===== src/rtl/cpu_exec_unit.sv =====
// 4-bit accumulator execution unit: multi-cycle FETCH/DECODE/EXECUTE/ADVANCE
// sequencer with a sticky HALT, four general registers and a display register.
module cpu_exec_unit #(
  parameter logic [3:0] REG_INIT = 4'h0
) (
  input  logic       clk,
  input  logic       reset,
  input  logic [7:0] instruction,
  input  logic       run_en,
  output logic       pc_enable,
  output logic [3:0] acc,
  output logic [3:0] out_reg,
  output logic       carry,
  output logic       zero,
  output logic       halted,
  output logic [2:0] state
);

  typedef enum logic [2:0] {
    FETCH   = 3'd0,
    DECODE  = 3'd1,
    EXECUTE = 3'd2,
    ADVANCE = 3'd3,
    HALT    = 3'd4
  } state_t;

  typedef enum logic [3:0] {
    OP_NOP  = 4'h0, OP_LDI  = 4'h1, OP_ADDI = 4'h2, OP_SUBI = 4'h3,
    OP_ANDI = 4'h4, OP_ORI  = 4'h5, OP_XORI = 4'h6, OP_STR  = 4'h7,
    OP_LDR  = 4'h8, OP_ADDR = 4'h9, OP_SHL  = 4'hA, OP_SHR  = 4'hB,
    OP_OUT  = 4'hC, OP_RSVD = 4'hD, OP_RSV2 = 4'hE, OP_HALT = 4'hF
  } opcode_t;

  state_t     cur, nxt;
  logic [7:0] ir;
  opcode_t    op_q;
  logic [3:0] imm_q;
  logic [3:0] rval_q;
  logic [3:0] regs [4];

  logic [3:0] alu_acc;
  logic       alu_c;
  logic       acc_we;
  logic       c_we;
  logic [4:0] sum_imm, sum_reg, diff_imm;

  assign state = cur;

  // Next-state and per-state control outputs.
  always_comb begin
    nxt       = cur;
    pc_enable = 1'b0;
    halted    = 1'b0;
    case (cur)
      FETCH:   if (run_en) nxt = DECODE;
      DECODE:  nxt = EXECUTE;
      EXECUTE: nxt = (op_q == OP_HALT) ? HALT : ADVANCE;
      ADVANCE: begin
        pc_enable = 1'b1;
        nxt       = FETCH;
      end
      HALT:    halted = 1'b1;
      default: nxt = FETCH;
    endcase
  end

  // State register; reset wins over every transition.
  always_ff @(posedge clk) begin
    if (reset) cur <= FETCH;
    else       cur <= nxt;
  end

  assign sum_imm  = {1'b0, acc} + {1'b0, imm_q};
  assign sum_reg  = {1'b0, acc} + {1'b0, rval_q};
  // Bit 4 of the 5-bit difference is the unsigned borrow.
  assign diff_imm = {1'b0, acc} - {1'b0, imm_q};

  // ALU result and which of acc/carry the current opcode writes.
  always_comb begin
    alu_acc = acc;
    alu_c   = carry;
    acc_we  = 1'b0;
    c_we    = 1'b0;
    case (op_q)
      OP_LDI:  begin alu_acc = imm_q;          acc_we = 1'b1; end
      OP_ADDI: begin alu_acc = sum_imm[3:0];   alu_c = sum_imm[4];  acc_we = 1'b1; c_we = 1'b1; end
      OP_SUBI: begin alu_acc = diff_imm[3:0];  alu_c = diff_imm[4]; acc_we = 1'b1; c_we = 1'b1; end
      OP_ANDI: begin alu_acc = acc & imm_q;    acc_we = 1'b1; end
      OP_ORI:  begin alu_acc = acc | imm_q;    acc_we = 1'b1; end
      OP_XORI: begin alu_acc = acc ^ imm_q;    acc_we = 1'b1; end
      OP_LDR:  begin alu_acc = rval_q;         acc_we = 1'b1; end
      OP_ADDR: begin alu_acc = sum_reg[3:0];   alu_c = sum_reg[4];  acc_we = 1'b1; c_we = 1'b1; end
      OP_SHL:  begin alu_acc = {acc[2:0], 1'b0}; alu_c = acc[3];    acc_we = 1'b1; c_we = 1'b1; end
      OP_SHR:  begin alu_acc = {1'b0, acc[3:1]}; alu_c = acc[0];    acc_we = 1'b1; c_we = 1'b1; end
      default: ;
    endcase
  end

  // Datapath: IR capture, operand latch, and architectural writes in EXECUTE.
  always_ff @(posedge clk) begin
    if (reset) begin
      ir      <= '0;
      op_q    <= OP_NOP;
      imm_q   <= '0;
      rval_q  <= '0;
      acc     <= '0;
      out_reg <= '0;
      carry   <= 1'b0;
      zero    <= 1'b1;
      for (int unsigned i = 0; i < 4; i++) regs[i] <= REG_INIT;
    end else begin
      case (cur)
        FETCH:  if (run_en) ir <= instruction;
        DECODE: begin
          op_q   <= opcode_t'(ir[7:4]);
          imm_q  <= ir[3:0];
          rval_q <= regs[ir[1:0]];
        end
        EXECUTE: begin
          if (acc_we) begin
            acc  <= alu_acc;
            zero <= (alu_acc == 4'h0);
          end
          if (c_we) carry <= alu_c;
          if (op_q == OP_STR) regs[imm_q[1:0]] <= acc;
          if (op_q == OP_OUT) out_reg <= acc;
        end
        default: ;
      endcase
    end
  end

endmodule


===== config.mk =====
export PLATFORM = sky130hd
export DESIGN_NAME = cpu_exec_unit
export DESIGN_NICKNAME = d
export VERILOG_FILES = /design/src/rtl/cpu_exec_unit.sv
export SDC_FILE = /design/constraint.sdc
export NUM_CORES = 1
export LEC_CHECK = 0
export ABC_AREA = 1
export BUFFER_PORTS_ARGS = -buffer_cell sky130_fd_sc_hd__buf_2
export CORE_MARGIN = 2
export CORE_UTILIZATION = 40
export CTS_CLUSTER_SIZE = 40
export DETAILED_ROUTE_END_ITERATION = 12
export GPL_ROUTABILITY_DRIVEN = 0
export GPL_TIMING_DRIVEN = 0
export PLACE_DENSITY = 0.66
export SKIP_LAST_GASP = 1
export SLEW_MARGIN = 20
export SYNTH_ARGS = -nofsm -noshare
export SYNTH_HDL_FRONTEND = slang
export SYNTH_SLANG_ARGS = --single-unit

===== constraint.sdc =====
create_clock -name clk -period 3.7 [get_ports clk]
set_input_delay 0.74 -clock clk [delete_from_list [all_inputs] [get_ports clk]]
set_output_delay 0.74 -clock clk [all_outputs]
set_load 0.005 [all_outputs]

-- After elaboration in Yosys (flattened, before gate mapping)
Memories as Yosys holds them, arrays and structs flattened. A register that Yosys moved wholly into a read port is not among the register bits.
Index checks and enable logic that the tools add are counted.
- memory bits (writable): 16
- output and inout bits: 15
- memories kept: 1
- bits of input ports: 11
- bits in registers: 29
- word-level logic and storage cells: 63
- memory bits (read-only): 0
- latch bits: 0
- memory list (memory ; depth ; bits a word ; read ports ; clocked after Yosys merged registers in ; write ports ; line ; RTL):
    regs ; 4 ; 4 ; 1 ; 1 ; 4 ; 39 ; logic [3:0] regs [4];
- $add $sub $neg: 3
- eq/ne operators: 18
- div/mod/pow operators: 0
- multipliers: 0
- reductions and logical operators: 11
- multiplexer cells: 18
- $lt $le $gt $ge: 0
- shift operators: 0
- bitwise logic cells: 4
- operators with widths (kind ; number):
    $pmux W4 S10 ; 1
    $eq A4 B4 Y1 const B ; 6
    $eq A4 B3 Y1 const B ; 4
    $pmux W3 S4 ; 1
    $mux W1 ; 11
    $add A4 B4 Y5 ; 2
    $reduce_or A10 Y1 ; 1
    $eq A4 B2 Y1 const B ; 2
    $reduce_and A2 Y1 ; 4
    $eq A3 B2 Y1 const B ; 2
    $mux W3 ; 2
    $pmux W1 S5 ; 1
    $reduce_bool A5 Y1 ; 1
    $reduce_or A5 Y1 ; 1
    $sub A4 B4 Y5 ; 1
    $and A4 B4 Y4 ; 1
    $eq A4 B1 Y1 const B ; 1
    $logic_not A4 Y1 ; 1
    $mux W4 ; 1
    $or A4 B4 Y4 ; 1
    $reduce_or A4 Y1 ; 1
    $xor A4 B4 Y4 ; 1
    $eq A3 B1 Y1 const B ; 1
    $eq A3 B3 Y1 const B ; 1
    5 further kinds ; 5

-- Longest topological paths before layout
Gate-level depths: netlist of the first run.
- depth after elaboration: 7
- mapped depth: 13
- gate-level depth less buffers: 13

-- Least setup slack after synthesis of the first run
Ideal clock, no wire load.
- path kind: input to register
- start: input reset
- end: memory regs[1][0], enable pin
- cell stages on the path: 5
- library setup time: 0.308 ns
- slack: 1.795 ns
- required time: 3.392 ns
- arrival: 1.597 ns
- buffers on the path: 2
- path through: clkbuf_1 -> inv_1 -> buf_1 -> nand4_1 -> nand2_1
- RTL lines (item ; line ; RTL):
    start, declared ; 7 ; input logic reset,
    end, declared ; 39 ;

-- Worst setup path after layout of the first run
- start: register acc[2]
- end: register acc[3]
- word-level cells in the longest chain between the ends: 2
- elaborated cells between the ends (all ways): 4
- classes of those cells: add/sub (3); mux (1)
- RTL lines (item ; line ; RTL):
    start, declared ; 11 ; output logic [3:0] acc,
    start signal, assigned ; 121 ; acc <= alu_acc;
    $add A4 B4 Y5 (tied with other cells) ; 74 ; assign sum_reg = {1'b0, acc} + {1'b0, rval_q};
    $pmux W4 S10 * ; 84 ; case (op_q)
Mark *: on every way between the ends. The rest lies on a longest branch, timed or not.
A chain may end at the register's enable or synchronous reset.

==> results.yml, run 1 <==
worst_setup_path:
  crit_start: "acc[2]$_SDFFE_PP0P_"
  critical-path-top-delay-family: "buffers and inverters"
  end_kind: "flip-flop"
  cpPeakStageDelay_ns: 0.56
  critical_path_class: "flip-flop to flip-flop"
  required_ns: 3.91
  cp_cell_sequence: "inv_1 > ha_1 > clkbuf_2 > inv_1 > a21oi_1 > nand2_1 > nand2_1 > a21oi_1 > nor2_1 > nand2_1 > o21ai_0 > inv_1"
  slowest_stage: "dfxtp_1"
  path_buf_inv: 4
  r2r_cells: 12
  r2r-start: "acc[2]$_SDFFE_PP0P_"
  rrSetupSlack_ns: 1.40
  crit_path_start_kind: "flip-flop"
  rr_endpoint: "acc[3]$_SDFFE_PP0P_"
  crit_arrival_ns: 2.51
  crit_fanout: 9
timing:
  slew_violations: 0
  tightest_slew_ns: 0.532
  max_freq_mhz: 435
  fin_setup_tns_ns: 0
  max_slew_margin_pct: 64.5
  rsz0062_at_grt: "no"
  period_share_pct: 62.2
  fin_skew_ns: 0.0113
  setup_viol: 0
  fin_crit_ns: 2.30
  hold_viol_final: 0
pwr:
  ir_worst_vdd_mv: 0.233
  powerDensity_mw_per_mm2: 444
  finalPower_mw: 1.41
  p_leak_nw: 1.45
floorplan:
  core_area_sq_mm: 0.00683
  pin_count: 26
  die_w_microns: 88.0
  start_util_pct: 41.4
  rows: 30
  die_area_sq_mm: 0.00775
  die_h_microns: 88.0
cells_and_area:
  drive_gt1_share_pct: 11.1
  nets: 454
  antenna_cells: 0
  top_register: "regs"
  largest_reg_flops: 16
  reg_top3: "regs (16), ir (8)"
  area_delta_synth_final_pct: 12.4
run_status:
  status: "completed"
synthesis:
  yosys_most_used_dff: "dfxtp_1"
  yosysWarningCount: 0
  async_flop_share_pct: 0
  synthCells: 394
  syn_nets: 424
  synth-seq-cells: 49
  ys_seq_area_share_pct: 40.4
  yosysUniqueCellTypes: 26
  synth_edf_count: 16
  synth.cell_area_sq_mm: 0.00283
  avgSynthCellArea_sq_um: 7.17
clock_tree:
  cts_max_path_buffers: 2
  cts_setup_buffers: 0
  cts_tree: "yes"
  cts.sinks: 49
  clkLatencyLatePin_ns: 0.31
  root_buffer: "clkbuf_8"
  cts.htree.levels: 2
  cts.hold.buffers_added: 0
  clkTransAtPathRegs_ns: 0.10
  cts_resized: 0
  cts_buffers: 5
hold_path:
  min_to: "ir[2]$_SDFFE_PP0P_"
  hold_depth: 2
  hold_start: "ir[2]$_SDFFE_PP0P_"
  hold_class: "flip-flop to flip-flop"
route:
  drcViolationCount: 0
  viasPerCell: 4.90
  avgRoutedWirePerCell_microns: 13.1
  wl_mm: 6.84
  ant_nets: 0
  num_vias: 2554
  first_pass_iters: 4
  drtIter0Drc: 125
global_route:
  grt_pass1_vias: 2383
  overflow: 0
  grt_pass1_wl_mm: 11.2
  grt_max_degree: 17
  grtUsageTotal_pct: 18.7
  antenna_found_initial: 0
job:
  maxCapViolCount: 0
placed_design:
  numPortBuffers: 23
  dp_hpwl_mm: 5.37
==> placed cells by master (no fill, tap or decap), types with 3 or more instances in the layout <==
cell | synthesis | routed
nand3_1 | 16 | 16
clkbuf_1 | 5 | 5
o21ai_0 | 36 | 36
buf_2 | 0 | 23
nand2_1 | 90 | 90
fa_1 | 3 | 3
nand4_1 | 4 | 4
buf_1 | 3 | 3
inv_1 | 44 | 44
nor2_1 | 62 | 62
a21oi_1 | 41 | 41
inv_2 | 4 | 4
dfxtp_1 | 33 | 33
o22ai_1 | 4 | 4
ha_1 | 16 | 16
clkbuf_8 | 0 | 5
nand2_2 | 4 | 4
edfxtp_1 | 16 | 16
==> kinds of logic (layout without fill, tap and decap cells) <==
family / count (synthesis) / count (layout) / synth area share (%)
AND/OR/NAND/NOR: 184 / 184 / 27.3
AO/OA/AOI/OAI: 83 / 83 / 15.1
buffers and inverters: 58 / 89 / 7.75
flip-flops: 49 / 49 / 40.4
adder cells (fa/ha/maj): 19 / 19 / 9.21
XOR/XNOR: 1 / 1 / 0.310
==> synth_stat cells, types with 5 or more instances <==
master / n / share of area (%)
clkbuf_1: 5 / 0.66
edfxtp_1: 16 / 17
nand3_1: 16 / 2.8
inv_1: 44 / 5.8
o21ai_0: 36 / 6.4
ha_1: 16 / 7.1
a21oi_1: 41 / 7.3
nand2_1: 90 / 12
nor2_1: 62 / 8.2
dfxtp_1: 33 / 23
==> routing by layer <==
| layer | part of all wire, % | track usage [%] |
|---|---|---|
| met4 | 1.1 | 7.58 |
| met5 | 0 | 0 |
| met2 | 46 | 29.7 |
| met3 | 4.4 | 3.02 |
| met1 | 48 | 25.6 |
==> final cells by class <==
class	count	area (sq um)
sequential	49	1140
timing repair buffer	23	115
inverter	49	184
fill	737	3660
tap	96	120
buffer	9	35.0
clock inverter	3	46.3
clock buffer	5	68.8
multi-input combinational	287	1470
==> worst register-to-register path, stage by stage (launching register included) <==
cell and delay, ns:
dfxtp_1 0.56, inv_1 0.25, ha_1 0.35, clkbuf_2 0.17, inv_1 0.10, a21oi_1 0.17, nand2_1 0.08, nand2_1 0.06
a21oi_1 0.06, nor2_1 0.12, nand2_1 0.09, o21ai_0 0.15, inv_1 0.05
==> stage by stage <==
stage	cells	util, %	hold WS (ns)	area [sq um]	setup WS (ns)
after floorplan	394	-	0.438	2830	1.80
after global placement	513	44.8	0.448	3060	1.44
after detailed placement	513	44.8	0.451	3060	1.41
after CTS	521	46.5	0.463	3180	1.41
after global routing	521	46.5	0.486	3180	1.17
final	521	46.5	0.461	3180	1.40
==> how the worst max path moves through the flow <==
stage | endpoint | slack, ns | cells past startpoint
after floorplan | regs[1][0]$_SDFFCE_PN0P_ | 1.80 | 5
after global placement | acc[3]$_SDFFE_PP0P_ | 1.44 | 12
after detailed placement | regs[1][0]$_SDFFCE_PN0P_ | 1.41 | 5
after CTS | acc[3]$_SDFFE_PP0P_ | 1.41 | 12
after global routing | zero$_SDFFE_PP1P_ | 1.17 | 12
final | acc[3]$_SDFFE_PP0P_ | 1.40 | 12
==> power by group <==
part / internal [mW] / leakage, nW / switching, mW
Sequential: 0.601 / 0.435 / 0.0518
Combinational: 0.120 / 0.959 / 0.252
Clock: 0.202 / 0.0543 / 0.183
Total: 0.923 / 1.45 / 0.486
No activity file was read; power rests on OpenSTA's default activity.
==> run 2, diff against run 1 <==
PLACE_DENSITY = 0.69   (was 0.66)
clock period = 2.07 ns   (was 3.7 ns; I/O delays follow)
==> results.yml, run 2 (synthesized netlist as in run 1, its figures left out) <==
run_status:
  status: "completed"
hold_path:
  hold_class: "input pin to flip-flop"
  hold_depth: 3
route:
  ant_nets: 0
  drcViolationCount: 0
  route.met2.wl_mm: 3.28
  wl_mm: 7.04
  first_pass_iters: 4
  routed.top_layer: "met4"
  drtIter0Drc: 191
  wl_met3_microns: 280
  num_vias: 2611
  viasPerCell: 4.95
  avgRoutedWirePerCell_microns: 13.3
  wl_met1_mm: 3.34
timing:
  tightest_slew_ns: 0.515
  fin_skew_ns: 0.00982
  fin_crit_ns: 1.91
  max_slew_margin_pct: 65.7
  period_share_pct: 92.2
  slew_violations: 0
  fin_setup_tns_ns: 0
  setup_viol: 0
  hold_viol_final: 0
  rsz0062_at_grt: "yes"
  max_freq_mhz: 524
global_route:
  antenna_found_initial: 0
  grt_max_degree: 16
  overflow: 0
  grtUsageTotal_pct: 19.1
  grt_pass1_wl_mm: 11.4
  grt_pass1_vias: 2457
cells_and_area:
  drive_gt1_share_pct: 15.1
  top_register: "regs"
  nets: 460
  layout_common_cells: "nand2_1 (90), nor2_1 (61), inv_1 (41), a21oi_1 (41), o21ai_0 (34)"
  largest_reg_flops: 16
  layout.cells.non_filler: 527
  antenna_cells: 0
  stdcell_area_sq_mm: 0.00323
  reg_top3: "regs (16), ir (8)"
  fin_util_pct: 47.3
  area_delta_synth_final_pct: 14.4
  final_common_cell: "nand2_1"
pwr:
  powerDensity_mw_per_mm2: 759
  ir_worst_vdd_mv: 0.365
  p_leak_nw: 1.47
placed_design:
  dp_hpwl_mm: 5.40
  numPortBuffers: 23
  dp_cells: 513
  placed_cell_area_sq_mm: 0.00306
clock_tree:
  cts.sinks: 49
  clkLatencyLatePin_ns: 0.30
  root_buffer: "clkbuf_8"
  cts_tree: "yes"
  cts_max_path_buffers: 2
  cts.htree.levels: 2
  cts_buffers: 5
  clkTransAtPathRegs_ns: 0.09
worst_setup_path:
  crit_fanout: 8
  required_ns: 2.33
  crit_path_start_kind: "flip-flop"
  crit_arrival_ns: 2.17
  r2r_cells: 13
  end_kind: "flip-flop"
  critical_path_class: "flip-flop to flip-flop"
floorplan:
  start_util_pct: 41.4
  die_area_sq_mm: 0.00775
  rows: 30
  die_h_microns: 88.0
  core_area_sq_mm: 0.00683
  pin_count: 26
  die_w_microns: 88.0
job:
  maxCapViolCount: 0
[run 2: cell type report]
| type | instances | area (sq um) |
|---|---|---|
| clock inverters | 1 | 7.51 |
| repair buffers | 29 | 160 |
| inverters | 49 | 195 |
| fillers | 713 | 3600 |
| multi-input cells | 287 | 1470 |
| plain buffers | 9 | 35.0 |
| flip-flops and latches | 49 | 1160 |
| well taps | 96 | 120 |
| clock buffers | 7 | 86.3 |
[run 2: path summary, 6_finish.rpt]
| kind | startpoint | to | slack, ns |
|---|---|---|---|
| setup reg to reg | acc[0]$_SDFFE_PP0P_ | zero$_SDFFE_PP1P_ | 0.16 |
| hold / removal | instruction[2] | ir[2]$_SDFFE_PP0P_ | 0.38 |
| hold reg to reg | ir[5]$_SDFFE_PP0P_ | ir[5]$_SDFFE_PP0P_ | 0.46 |
| setup / recovery | acc[0]$_SDFFE_PP0P_ | zero$_SDFFE_PP1P_ | 0.16 |
[run 2: critical path, cell delays in order, from the launching register on]
cell	delay (ns)
dfxtp_4	0.40
inv_4	0.08
ha_2	0.21
fa_1	0.47
inv_1	0.04
nand2_1	0.05
nand2_1	0.05
nor2_1	0.10
nand2_1	0.07
nor2_2	0.13
nand2_1	0.06
nor2_1	0.08
nand2_1	0.06
nand2_1	0.05
[run 2: through the flow]
stage / power [mW] / worst slack (ns) / hold slack (ns)
3_5_place_dp: 1.85 / -0.221 / 0.452
5_1_grt: 2.62 / -0.0192 / 0.381
4_1_cts: 2.43 / 0.00222 / 0.370
3_3_place_gp: 1.83 / -0.195 / 0.450
2_1_floorplan: 1.65 / 0.171 / 0.438
6_report: 2.46 / 0.161 / 0.383
[run 2: what timing repair did]
item | 4_1_cts | 5_1_grt
hold buffers | 0 | 0
resized for setup | 7 | 12
hold endpoints to repair | 0 | 0
buffers inserted | 1 | 5
setup endpoints to repair | 5 | 5
pin swaps | 0 | 1
[run 2: report_power, final]
part	internal (mW)	leakage, nW	switching, mW
registers	1.08	0.439	0.0959
logic	0.238	0.985	0.460
clock network	0.272	0.0445	0.313
total	1.59	1.47	0.870
[run 2: layer usage]
metal	GRT usage, %	up-vias
li1	-	1341
met1	25.7	1205
met2	31.3	54
met3	2.73	11
met4	6.89	0
met5	0	-
==> run 3, diff against run 2 <==
ABC_AREA = default   (was 1)
MAX_ROUTING_LAYER = met4   (was default)
PLACE_DENSITY = default   (was 0.69)
==> results.yml, run 3 <==
worst_setup_path:
  r2r_cells: 9
  cp_cell_sequence: "inv_6 > ha_4 > fa_2 > and2_4 > o311ai_2 > and3_1 > a211oi_2 > o211a_1 > a221o_1"
  r2r-start: "acc[0]$_SDFFE_PP0P_"
  critical_path_class: "flip-flop to flip-flop"
  path_buf_inv: 1
  end_kind: "flip-flop"
  critical-path-top-delay-family: "compound AO/OA/AOI/OAI gates"
  crit_path_start_kind: "flip-flop"
  crit_arrival_ns: 2.47
  crit_fanout: 7
  rr_endpoint: "zero$_SDFFE_PP1P_"
  rrSetupSlack_ns: -0.20
  slowest_stage: "dfxtp_4"
  required_ns: 2.27
  cpPeakStageDelay_ns: 0.43
pwr:
  powerDensity_mw_per_mm2: 614
  ir_worst_vdd_mv: 0.451
  p_leak_nw: 1.32
  finalPower_mw: 2.14
synthesis:
  yosysTopAreaCellShare_pct: 23.0
  synth_edf_count: 16
  synthTopCellsByCount: "nand2_1 (48), a21oi_1 (42), dfxtp_1 (33)"
  async_flop_share_pct: 0
  yosys_most_used_dff: "dfxtp_1"
  syn_nets: 351
  synth-seq-cells: 49
  yosysUniqueCellTypes: 53
  avgSynthCellArea_sq_um: 8.93
  synthCells: 321
  yosysMostFrequentCell: "nand2_1"
  synth.area.top_cells: "dfxtp_1 (23%), edfxtp_1 (17%), a21oi_1 (7.3%), ha_1 (7.0%), nand2_1 (6.3%)"
  yosysWarningCount: 0
  synth.cell_area_sq_mm: 0.00287
  post-synth-top-area-cell: "dfxtp_1"
  ys_seq_area_share_pct: 39.8
placed_design:
  dp_cells: 442
  dp_hpwl_mm: 5.63
  numPortBuffers: 25
floorplan:
  core_area_sq_mm: 0.00687
  pin_count: 26
  die_w_microns: 88.7
  die_h_microns: 88.7
  start_util_pct: 41.7
  rows: 30
  die_area_sq_mm: 0.00786
timing:
  fin_skew_ns: 0.0109
  hold_viol_final: 0
  rsz0062_at_grt: "yes"
  tightest_slew_ns: 0.555
  fin_crit_ns: 2.27
  max_slew_margin_pct: 63.0
  max_freq_mhz: 440
  setup_viol: 3
  setup_ws_ns: -0.203
  slew_violations: 0
  period_share_pct: 110
cells_and_area:
  largest_reg_flops: 16
  multi_input_area_sq_mm: 0.00169
  top_register: "regs"
  reg_top3: "regs (16), ir (8)"
  area_delta_synth_final_pct: 21.7
  drive_gt1_share_pct: 26.5
  regArea_sq_mm: 0.00116
  fin_util_pct: 50.8
  layout.cells.non_filler: 462
  final_common_cell: "nand2_1"
  antenna_cells: 0
  nets: 395
  layout_common_cells: "nand2_1 (48), a21oi_1 (42), buf_2 (30), nor2_1 (27), dfxtp_1 (26)"
  fillCellCount: 681
hold_path:
  hold_start: "instruction[6]"
  hold_depth: 3
  min_to: "ir[6]$_SDFFE_PP0P_"
  hold_class: "input pin to flip-flop"
job:
  maxCapViolCount: 0
run_status:
  violations: "negative setup slack"
  status: "finished, violations left"
clock_tree:
  clkLatencyLatePin_ns: 0.31
  root_buffer: "clkbuf_8"
  cts.sinks: 49
  cts.htree.levels: 2
  clkTransAtPathRegs_ns: 0.09
  cts_tree: "yes"
  cts_max_path_buffers: 2
  cts_buffers: 5
route:
  first_pass_iters: 5
  num_vias: 2544
  viasPerCell: 5.51
  avgRoutedWirePerCell_microns: 17.0
  drcViolationCount: 0
  wl_mm: 7.85
  drtIter0Drc: 219
  ant_nets: 0
global_route:
  overflow: 0
  grt_pass1_wl_mm: 12.7
  grt_pass1_vias: 2430
  antenna_found_initial: 0
  grt_max_degree: 17
  grtUsageTotal_pct: 21.9
==> run 3: worst max path at each step <==
stage | depth (start not counted) | slack [ns] | start | end
2_1_floorplan | 7 | -0.02 | acc[0]$_SDFFE_PP0P_ | zero$_SDFFE_PP1P_
3_3_place_gp | 9 | -0.42 | acc[2]$_SDFFE_PP0P_ | zero$_SDFFE_PP1P_
3_5_place_dp | 9 | -0.42 | acc[2]$_SDFFE_PP0P_ | zero$_SDFFE_PP1P_
4_1_cts | 9 | -0.19 | acc[0]$_SDFFE_PP0P_ | zero$_SDFFE_PP1P_
5_1_grt | 9 | -0.28 | acc[0]$_SDFFE_PP0P_ | zero$_SDFFE_PP1P_
6_report | 9 | -0.20 | acc[0]$_SDFFE_PP0P_ | zero$_SDFFE_PP1P_
==> run 3: per-stage QoR <==
step / TNS, ns / cell area, sq um / setup slack, ns / hold WS (ns)
6_report: -0.352 / 3490 / -0.203 / 0.333
3_5_place_dp: -1.31 / 3140 / -0.422 / 0.446
5_1_grt: -0.747 / 3490 / -0.283 / 0.337
4_1_cts: -0.294 / 3450 / -0.192 / 0.326
2_1_floorplan: -0.0242 / 2900 / -0.0242 / 0.432
3_3_place_gp: -1.25 / 3140 / -0.418 / 0.443
==> run 3: layer usage <==
| layer | vias up | GRT usage [%] | share of wire [%] |
|---|---|---|---|
| met5 | - | - | 0 |
| met1 | 1208 | 31.0 | 47 |
| li1 | 1229 | - | - |
| met3 | 7 | 3.54 | 6.4 |
| met2 | 100 | 32.4 | 46 |
| met4 | 0 | 6.34 | 0.94 |
==> run 3: kinds of logic (layout without fill, tap and decap cells) <==
| logic type | Yosys count | after routing | share of synthesized area, % |
|---|---|---|---|
| compound gates | 81 | 81 | 18.0 |
| xor+xnor | 4 | 4 | 1.22 |
| fa+ha+maj | 19 | 19 | 9.08 |
| buf+inv | 32 | 77 | 5.19 |
| flops | 49 | 49 | 39.8 |
| mux | 7 | 7 | 4.23 |
| simple gates | 129 | 129 | 22.5 |
==> run 3: area by class of cell <==
cell class,count,area share (%)
buffer,18,2.76
clock buffer,5,1.97
clock inverter,3,1.97
inverter,14,1.87
multi-input combinational,240,48.5
sequential,49,33.3
tap,96,3.44
timing repair buffer,37,6.17
==> run 3: timing repair <==
item,in CTS,in global routing
setup buffers,10,2
hold buffers,0,0
resized for setup,20,7
pin swaps,9,7
setup endpoints to repair,9,16
==> run 3: worst register-to-register path: stages (launching register included) <==
cell and delay, ns:
dfxtp_4 0.43, inv_6 0.05, ha_4 0.16, fa_2 0.33
and2_4 0.17, o311ai_2 0.23, and3_1 0.21, a211oi_2 0.06
o211a_1 0.24, a221o_1 0.28
==> run 3: report_power, final <==
| group | switching, mW | internal [mW] | leakage, nW |
|---|---|---|---|
| Sequential | 0.0305 | 1.02 | 0.438 |
| Combinational | 0.164 | 0.102 | 0.815 |
| Clock | 0.338 | 0.486 | 0.0687 |
| Total | 0.532 | 1.61 | 1.32 |
